--- src/rtl/alu_pkg.sv ---
// Shared encodings for the ALU issue stage: ALU operation codes, result selects,
// RV32I opcodes and the decoded-entry record carried through the stage.
package alu_pkg;

  localparam int XLEN = 32;

  typedef enum logic [2:0] {
    ALU_ADD = 3'b000,
    ALU_SUB = 3'b001,
    ALU_OR  = 3'b010,
    ALU_XOR = 3'b011,
    ALU_AND = 3'b100,
    ALU_SRA = 3'b101,
    ALU_SRL = 3'b110,
    ALU_SLL = 3'b111
  } alu_op_e;

  typedef enum logic [1:0] {
    RES_ALU  = 2'b00,
    RES_SLT  = 2'b01,
    RES_SLTU = 2'b10,
    RES_BR   = 2'b11
  } res_sel_e;

  localparam logic [6:0] OPC_OP     = 7'b0110011;
  localparam logic [6:0] OPC_OP_IMM = 7'b0010011;
  localparam logic [6:0] OPC_LUI    = 7'b0110111;
  localparam logic [6:0] OPC_AUIPC  = 7'b0010111;
  localparam logic [6:0] OPC_LOAD   = 7'b0000011;
  localparam logic [6:0] OPC_STORE  = 7'b0100011;
  localparam logic [6:0] OPC_BRANCH = 7'b1100011;

  localparam logic [6:0] F7_BASE = 7'b0000000;
  localparam logic [6:0] F7_ALT  = 7'b0100000;

  typedef enum logic [1:0] {
    ST_EMPTY = 2'b00,
    ST_ONE   = 2'b01,
    ST_FULL  = 2'b10
  } occ_e;

  typedef struct packed {
    alu_op_e          alu_op;
    logic [XLEN-1:0]  data_a;
    logic [XLEN-1:0]  data_b;
    res_sel_e         res_sel;
    logic [4:0]       rd;
    logic             illegal;
  } issue_t;

endpackage

--- src/rtl/alu_issue_stage_if.sv ---
// Upstream (instruction + operands) and downstream (ALU operands) handshakes of the issue stage.
interface alu_issue_stage_if
  import alu_pkg::*;
  ();

  logic            in_valid;
  logic            in_ready;
  logic [XLEN-1:0] instr;
  logic [XLEN-1:0] pc;
  logic [XLEN-1:0] rs1_data;
  logic [XLEN-1:0] rs2_data;
  logic            out_valid;
  logic            out_ready;
  alu_op_e         alu_op;
  logic [XLEN-1:0] dataA;
  logic [XLEN-1:0] dataB;
  res_sel_e        res_sel;
  logic [4:0]      rd;
  logic            illegal;

  modport master (
    input  in_valid, instr, pc, rs1_data, rs2_data, out_ready,
    output in_ready, out_valid, alu_op, dataA, dataB, res_sel, rd, illegal
  );

  modport slave (
    output in_valid, instr, pc, rs1_data, rs2_data, out_ready,
    input  in_ready, out_valid, alu_op, dataA, dataB, res_sel, rd, illegal
  );

endinterface

--- src/rtl/alu_decode.sv ---
// Combinational RV32I decode: picks the ALU operation, operands, result select and rd,
// or flags the instruction illegal with all other fields zeroed.
module alu_decode
  import alu_pkg::*;
(
  input  logic [XLEN-1:0] instr,
  input  logic [XLEN-1:0] pc,
  input  logic [XLEN-1:0] rs1_data,
  input  logic [XLEN-1:0] rs2_data,
  output issue_t          dec
);

  logic [6:0]      opcode;
  logic [2:0]      funct3;
  logic [6:0]      funct7;
  logic [XLEN-1:0] imm_i, imm_s, imm_u;
  logic            is_op, alt, check_f7, legal, shift;
  alu_op_e         op;
  res_sel_e        res;
  logic [XLEN-1:0] op_a, op_b;
  logic [4:0]      rd_sel;

  assign opcode = instr[6:0];
  assign funct3 = instr[14:12];
  assign funct7 = instr[31:25];
  assign imm_i  = {{20{instr[31]}}, instr[31:20]};
  assign imm_s  = {{20{instr[31]}}, instr[31:25], instr[11:7]};
  assign imm_u  = {instr[31:12], 12'b0};
  assign is_op  = (opcode == OPC_OP);
  assign alt    = (funct7 == F7_ALT);
  // OP-IMM non-shift instructions carry immediate bits in funct7, so only shifts are checked there
  assign check_f7 = is_op || (funct3 == 3'b001) || (funct3 == 3'b101);

  always_comb begin
    legal  = 1'b1;
    shift  = 1'b0;
    op     = ALU_ADD;
    res    = RES_ALU;
    op_a   = '0;
    op_b   = '0;
    rd_sel = instr[11:7];
    dec    = '0;
    case (opcode)
      OPC_OP, OPC_OP_IMM: begin
        op_a = rs1_data;
        op_b = is_op ? rs2_data : imm_i;
        if (check_f7 && (funct7 != F7_BASE) && !alt)
          legal = 1'b0;
        if (check_f7 && alt && !((funct3 == 3'b101) || (funct3 == 3'b000 && is_op)))
          legal = 1'b0;
        case (funct3)
          3'b000: op = (is_op && alt) ? ALU_SUB : ALU_ADD;
          3'b001: begin op = ALU_SLL; shift = 1'b1; end
          3'b010: begin op = ALU_SUB; res = RES_SLT;  end
          3'b011: begin op = ALU_SUB; res = RES_SLTU; end
          3'b100: op = ALU_XOR;
          3'b101: begin op = alt ? ALU_SRA : ALU_SRL; shift = 1'b1; end
          3'b110: op = ALU_OR;
          default: op = ALU_AND;
        endcase
      end
      OPC_LUI:   begin op_a = '0;       op_b = imm_u; end
      OPC_AUIPC: begin op_a = pc;       op_b = imm_u; end
      OPC_LOAD:  begin op_a = rs1_data; op_b = imm_i; end
      OPC_STORE: begin op_a = rs1_data; op_b = imm_s; rd_sel = 5'd0; end
      OPC_BRANCH: begin
        op     = ALU_SUB;
        op_a   = rs1_data;
        op_b   = rs2_data;
        res    = RES_BR;
        rd_sel = 5'd0;
      end
      default: legal = 1'b0;
    endcase
    // The ALU shifter uses all of dataB, so the shift amount is trimmed here
    if (shift)
      op_b = {27'b0, op_b[4:0]};
    if (legal) begin
      dec.alu_op  = op;
      dec.data_a  = op_a;
      dec.data_b  = op_b;
      dec.res_sel = res;
      dec.rd      = rd_sel;
    end else begin
      dec.illegal = 1'b1;
    end
  end

endmodule

--- src/rtl/alu_issue_stage.sv ---
// ID->EX register for the ALU: decode, then a two-entry skid (or single register) with
// valid/ready on both sides and a flush that empties the stage.
module alu_issue_stage
  import alu_pkg::*;
#(
  parameter int SKID = 1
) (
  input  logic                clk,
  input  logic                rst,
  input  logic                flush,
  alu_issue_stage_if.master   bus
);

  occ_e   state_reg, state_next;
  issue_t main_reg, skid_reg, dec;
  logic   in_xfer, out_xfer;
  logic   load_main, load_skid, move_skid;

  alu_decode u_decode (
    .instr    (bus.instr),
    .pc       (bus.pc),
    .rs1_data (bus.rs1_data),
    .rs2_data (bus.rs2_data),
    .dec      (dec)
  );

  generate
    if (SKID != 0) begin : g_skid
      assign bus.in_ready = (state_reg != ST_FULL);
    end else begin : g_single
      assign bus.in_ready = (state_reg == ST_EMPTY) | bus.out_ready;
    end
  endgenerate

  assign bus.out_valid = (state_reg != ST_EMPTY);
  assign in_xfer       = bus.in_valid & bus.in_ready;
  assign out_xfer      = bus.out_valid & bus.out_ready;

  always_comb begin
    state_next = state_reg;
    load_main  = 1'b0;
    load_skid  = 1'b0;
    move_skid  = 1'b0;
    case (state_reg)
      ST_EMPTY: if (in_xfer) begin
        state_next = ST_ONE;
        load_main  = 1'b1;
      end
      ST_ONE: begin
        if (in_xfer && out_xfer) begin
          load_main = 1'b1;
        end else if (in_xfer) begin
          state_next = ST_FULL;
          load_skid  = 1'b1;
        end else if (out_xfer) begin
          state_next = ST_EMPTY;
        end
      end
      ST_FULL: if (out_xfer) begin
        state_next = ST_ONE;
        move_skid  = 1'b1;
      end
      default: state_next = ST_EMPTY;
    endcase
    if (flush) begin
      state_next = ST_EMPTY;
      load_main  = 1'b0;
      load_skid  = 1'b0;
      move_skid  = 1'b0;
    end
  end

  always_ff @(posedge clk) begin
    if (rst) begin
      state_reg <= ST_EMPTY;
      main_reg  <= '0;
      skid_reg  <= '0;
    end else begin
      state_reg <= state_next;
      if (load_main)
        main_reg <= dec;
      else if (move_skid)
        main_reg <= skid_reg;
      if (load_skid)
        skid_reg <= dec;
    end
  end

  assign bus.alu_op  = main_reg.alu_op;
  assign bus.dataA   = main_reg.data_a;
  assign bus.dataB   = main_reg.data_b;
  assign bus.res_sel = main_reg.res_sel;
  assign bus.rd      = main_reg.rd;
  assign bus.illegal = main_reg.illegal;

endmodule

--- src/flat_wrapper.sv ---
// flat-port wrapper written by rule: the top's interface ports become plain ports
module alu_issue_stage_flat import alu_pkg::*;
#(
  parameter int SKID = 1
)
  (clk, rst, flush, bus_in_valid, bus_instr, bus_pc, bus_rs1_data, bus_rs2_data, bus_out_ready, bus_in_ready, bus_out_valid, bus_alu_op, bus_dataA, bus_dataB, bus_res_sel, bus_rd, bus_illegal);
  alu_issue_stage_if bus_i ();
  input  logic clk;
  input  logic rst;
  input  logic flush;
  input wire logic [$bits(bus_i.in_valid)-1:0] bus_in_valid;
  input wire logic [$bits(bus_i.instr)-1:0] bus_instr;
  input wire logic [$bits(bus_i.pc)-1:0] bus_pc;
  input wire logic [$bits(bus_i.rs1_data)-1:0] bus_rs1_data;
  input wire logic [$bits(bus_i.rs2_data)-1:0] bus_rs2_data;
  input wire logic [$bits(bus_i.out_ready)-1:0] bus_out_ready;
  output wire logic [$bits(bus_i.in_ready)-1:0] bus_in_ready;
  output wire logic [$bits(bus_i.out_valid)-1:0] bus_out_valid;
  output wire logic [$bits(bus_i.alu_op)-1:0] bus_alu_op;
  output wire logic [$bits(bus_i.dataA)-1:0] bus_dataA;
  output wire logic [$bits(bus_i.dataB)-1:0] bus_dataB;
  output wire logic [$bits(bus_i.res_sel)-1:0] bus_res_sel;
  output wire logic [$bits(bus_i.rd)-1:0] bus_rd;
  output wire logic [$bits(bus_i.illegal)-1:0] bus_illegal;
  assign bus_i.in_valid = bus_in_valid;
  assign bus_i.instr = bus_instr;
  assign bus_i.pc = bus_pc;
  assign bus_i.rs1_data = bus_rs1_data;
  assign bus_i.rs2_data = bus_rs2_data;
  assign bus_i.out_ready = bus_out_ready;
  assign bus_in_ready = bus_i.in_ready;
  assign bus_out_valid = bus_i.out_valid;
  assign bus_alu_op = bus_i.alu_op;
  assign bus_dataA = bus_i.dataA;
  assign bus_dataB = bus_i.dataB;
  assign bus_res_sel = bus_i.res_sel;
  assign bus_rd = bus_i.rd;
  assign bus_illegal = bus_i.illegal;
  alu_issue_stage #(.SKID(SKID)) u_core (.clk(clk), .rst(rst), .flush(flush), .bus(bus_i));
endmodule
--- config.mk ---
export PLATFORM = sky130hd
export DESIGN_NAME = alu_issue_stage_flat
export DESIGN_NICKNAME = d
export VERILOG_FILES = /design/src/rtl/alu_pkg.sv /design/src/rtl/alu_issue_stage_if.sv /design/src/rtl/alu_decode.sv /design/src/rtl/alu_issue_stage.sv /design/src/flat_wrapper.sv
export SDC_FILE = /design/constraint.sdc
export NUM_CORES = 1
export LEC_CHECK = 0
export ABC_AREA = 0
export CAP_MARGIN = 0
export CORE_UTILIZATION = 45
export CTS_CLUSTER_SIZE = 10
export DETAILED_ROUTE_END_ITERATION = 12
export PLACE_DENSITY = 0.84
export SETUP_SLACK_MARGIN = 0.1
export SLEW_MARGIN = 20
export SYNTH_ARGS = -nofsm -noshare
export SYNTH_HDL_FRONTEND = slang
export SYNTH_SLANG_ARGS = --single-unit
--- constraint.sdc ---
create_clock -name clk -period 2.52 [get_ports clk]
set_clock_uncertainty 0.2 [all_clocks]
set_input_delay 0.63 -clock clk [delete_from_list [all_inputs] [get_ports clk]]
set_output_delay 0.63 -clock clk [all_outputs]
set_load 0.01 [all_outputs]
After elaboration in Yosys (flattened, before gate mapping)
Cells that the tools add are included.
Word-level totals
  register bits after elaboration: 152
  output and inout bits: 77
  logic and storage cells: 98
Operators by class
  eq/ne operators: 21
  bitwise logic cells: 2
  reductions and logical operators: 26
  muxes and demuxes: 36
Operators by type and width (count)
  $pmux W32 S5: 1
  $mux W75: 2
  $mux W74: 1
  $mux W32: 2
  $pmux W32 S2: 1
  $eq A7 B6 Y1 const B: 4
  $pmux W3 S6: 1
  $mux W1: 15
  $eq A7 B5 Y1 const B: 2
  $mux W2: 6
  $reduce_or A2 Y1: 6
  $reduce_or A5 Y1: 2
  $eq A3 B3 Y1 const B: 3
  $pmux W2 S2: 2
  $eq A7 B2 Y1 const B: 1
  $eq A7 B7 Y1 const B: 1
  $logic_and A1 B1 Y1: 7
  $reduce_bool A7 Y1: 1
  $eq A3 B2 Y1 const B: 2
  $pmux W2 S3: 1
  $pmux W3 S2: 1
  $mux W5: 1
  $ne A2 B1 Y1 const B: 2
  $ne A2 B2 Y1 const B: 2
  12 further kinds: 18

Longest topological paths before layout
  depth in word-level cells: 10
  mapped depth: 7
  gate-level depth less buffers: 5

Modules after synthesis
A second synthesis with hierarchy kept.
Unflattened totals
  cells, all modules: 1044
  area total of the unflattened synthesis: 8361.8 µm²
Modules (own cells, without submodules)
  alu_issue_stage: area an instance 6887.9 µm², cells each 787, seq. area each 3042.9 µm², times used 1
  alu_decode: area an instance 1473.9 µm², cells each 257, seq. area each 0.0 µm², times used 1

Worst setup path after synthesis
No wires, ideal clock.
  path kind: input-to-reg
  from: input bus_instr[4]
  to: register u_core.skid_reg[26] (netlist bit)
  path slack: 0.305 ns
  arrival: 1.898 ns
  required time: 2.203 ns
  library setup time: 0.117 ns
  stages: 7
  cell sequence: buf_2 xor2_1 and3_1 clkbuf_1 clkbuf_1 a221o_1 a22o_1
On the way
  longest elaborated chain between the ends: 9
  elaborated cells on any way between the ends: 27
  those cells by class: 7 x eq/ne; 8 x mux; 12 x reduce/logical
RTL lines
  start: declaration: line flat_wrapper.sv:12  | input wire logic [$bits(bus_i.instr)-1:0] bus_instr;
  $eq A7 B6 Y1: line alu_decode.sv:29, alu_decode.sv:43
  $logic_or A1 B1 Y1 (2 in series): line alu_decode.sv:32  | assign check_f7 = is_op || (funct3 == 3'b001) || (funct3 == 3'b101);
  $logic_and A1 B1 Y1 (2 in series): line alu_decode.sv:47  | if (check_f7 && (funct7 != F7_BASE) && !alt)
  $mux W1: line alu_decode.sv:47
  $mux W1: line alu_decode.sv:49  | if (check_f7 && alt && !((funct3 == 3'b101) || (funct3 == 3'b000 && is_op)))
  $pmux W1 S2: line alu_decode.sv:43  | case (opcode)
  $mux W74 *: line alu_decode.sv:78  | if (legal) begin
  end signal: assignment: line alu_issue_stage.sv:77  | skid_reg <= '0;
  end signal: assignment: line alu_issue_stage.sv:85  | skid_reg <= dec;
  end: declaration: line alu_issue_stage.sv:15  | issue_t main_reg, skid_reg, dec;
Every way passes the cells marked *; elsewhere a longest branch is shown, timed or not.
A chain may end at the register's enable or synchronous reset.

Final worst setup path
  from: register u_core.state_reg[1]
  to: output bus_out_valid
On the way
  longest elaborated chain between the ends: 1
RTL lines
  start: declaration: line alu_issue_stage.sv:14  | occ_e state_reg, state_next;
  start signal: assignment: line alu_issue_stage.sv:79  | state_reg <= state_next;
  $reduce_bool A2 Y1: line alu_issue_stage.sv:35  | assign bus.out_valid = (state_reg != ST_EMPTY);
  end: declaration: line flat_wrapper.sv:18  | output wire logic [$bits(bus_i.out_valid)-1:0] bus_out_valid;
Every way passes these cells.

==> results.toml <==
[outcome]
status = "completed"

[logic_synthesis]
synthFlopType = "dfxtp_1"
ys_ff_latch = 152
synth_common_cells = "dfxtp_1, mux2i_1, nand2_1"
ys_warn_count = 0
synth_top_area_share_pct = 46.9
async_flop_share_pct = 0
synth_top_cell_by_area = "dfxtp_1"
postSynthAreaPerCell_um2 = 10.2
synthTopCellsByArea = "dfxtp_1, mux2i_1, o22ai_1, a22o_1, a22oi_1"
syn_inst = 635
synth.most_common_cell = "dfxtp_1"
synth.distinct_cells = 57
ys_seq_area_share_pct = 46.9
syn-cell-area_um2 = 6490
synth_edf_count = 0
syn_nets = 768

[final_layout]
drive_gt1_share_pct = 16.1
fillers = 970
largest_reg_flops = 75
nets = 1024
area_delta_synth_final_pct = 55.0

[worst_setup_path]
cp.required_ps = 1690
cp_cell_sequence = "or2_2, clkdlybuf4s50_1"
critPathMaxFanout = 6
max_stage_delay_ps = 480
cp-start-kind = "register"
cp-end-kind = "output pin"
cp.arrival_ps = 1520
critical_path.slowest_cell = "clkdlybuf4s50_1"
path_class = "register to output pin"

[cts]
clk_pin_slew_ps = 60
clkSinkCount = 152
cts_max_level = 4
cts_tree = "yes"
cts_root_buffer = "clkbuf_16"
cts_buffer_depth = 2
clk_latency_ps = 420
holdBufCountCts = 0
cts_inserted_buffers = 17

[pwr]
pwr-share-clk_pct = 44.8
powerDensity_nw_per_um2 = 527
ir_drop_mv = 0.465
leakage_nw = 3.39
swShare_pct = 22.4
p_comb_share_pct = 9.7
seqPwrFrac_pct = 45.5
p_int_w = 0.00411
total_power_w = 0.00530
p_switching_w = 0.00119

[timing]
post-route-worst-setup-slack_ps = 168
setup_viol = 0
relSlewSlack_pct = 71.0
period_share_pct = 93.3
hold_viol_final = 0
min_period_ps = 2350
hold_slack_ps = 252
rsz0062_at_grt = "true"
tightest_slew_ps = 434
fmax_mhz = 425
drv_slew = 0

[routing]
drt_iter0_drc = 489
vias = 6420
dr.pass1.iters = 7
drc = 0
wire_per_inst_um = 19.1
drtAntennaViolNets = 0
avgViaCountPerCell = 5.92
drt_wl_total_um = 20800

[floorplan]
die_w_um = 122
initial_core_util_pct = 46.4
die-area_um2 = 14900
io_pins = 210
core.rowCount = 43
fp.dieH_um = 122
coreArea_um2 = 14000

[placed_design]
numPortBuffers = 209
dp_slack_ps = -359
gp_congestion = 0.982
place_hpwl_um = 14900

[global_routing]
grt_pass1_wl_um = 32100
grt.total_usage_pct = 27.9
globalRouteOverflowTotal = 0
grt_pass1_vias = 6259
antenna_found_initial = 2
grt_max_degree = 37

[job]
maxCapViolCount = 0

[min_path]
holdCritPathClass = "register to register"
-- logic make-up after synthesis --
kind of cell	share of synthesized area (%)
buf+inv	4.43
xor+xnor	0.135
flops	46.9
simple gates	8.70
compound gates	28.3
mux	11.6
-- path summary, 6_finish.rpt --
check	start	end	slack, ps	cells past startpoint
worst min register to register	u_core.skid_reg[47]	u_core.skid_reg[47]	250	2
worst max register to register	u_core.state_reg[1]	u_core.skid_reg[37]	600	6
worst min-delay path	u_core.skid_reg[47]	u_core.skid_reg[47]	250	2
worst max-delay path	u_core.state_reg[1]	bus_out_valid	170	2
-- layout make-up --
cell class                 instances  area (um^2)  share of cell area [%]
clock inverter                    11         97.6                   0.970
antenna                            2         5.00                  0.0498
multi-input combinational        427         3280                    32.6
clock buffer                      20          457                    4.54
inverter                           2         7.51                  0.0746
tap                              180          225                    2.24
sequential                       152         3040                    30.3
timing repair buffer             291         2940                    29.3
-- power groups by stage --
stage / clock network [W] / registers, W / logic (W)
after CTS: 0.00241 / 0.00241 / 0.000499
after global placement: 0 / 0.00246 / 0.000484
after detailed placement: 0 / 0.00246 / 0.000493
after floorplan: 0 / 0.00246 / 0.000135
after global routing: 0.00251 / 0.00241 / 0.000539
final: 0.00238 / 0.00241 / 0.000512
-- per-layer routing --
metal  vias up  track usage, %  share of wire (%)
met3        38            7.91                8.3
met2       297            47.2                 49
met5         -               0                  0
met4         0            10.7                2.4
met1      3111            33.5                 40
li1       2974               -                  -
-- metrics by stage --
| stage | area (um^2) | instances | utilization, % | setup TNS, ps |
|---|---|---|---|---|
| after floorplan | 6490 | 635 | - | 0 |
| after global placement | 9400 | 1049 | 67.2 | -35030 |
| after detailed placement | 9400 | 1049 | 67.2 | -43480 |
| after CTS | 9960 | 1080 | 71.2 | 0 |
| after global routing | 10100 | 1083 | 71.9 | 0 |
| final | 10100 | 1085 | 71.9 | 0 |
-- worst max-delay path: cells and delay by family, from the launching register on --
family                 cells  cell delay (ps)
buffers and inverters      1              480
flip-flops                 1              350
AND/OR/NAND/NOR            1              290
-- placed cells by master, fill, tap and decap left out, types with 18 or more instances in the layout --
| cell | instances |
|---|---|
| clkdlybuf4s50_1 | 205 |
| dfxtp_1 | 151 |
| mux2i_1 | 75 |
| buf_4 | 64 |
| nand2_1 | 51 |
| o22ai_1 | 46 |
| o21ai_1 | 41 |
| a22o_1 | 32 |
| a22oi_1 | 32 |
| o2bb2ai_1 | 26 |
| a221o_1 | 20 |
| buf_12 | 18 |
-- repair_timing --
item | in CTS | in global routing
gates cloned | 0 | 0
pin swaps | 0 | 3
setup endpoints to repair | 29 | 148
buffers inserted | 0 | 3
resized for setup | 3 | 19
No activity file was read; power rests on OpenSTA's default activity.
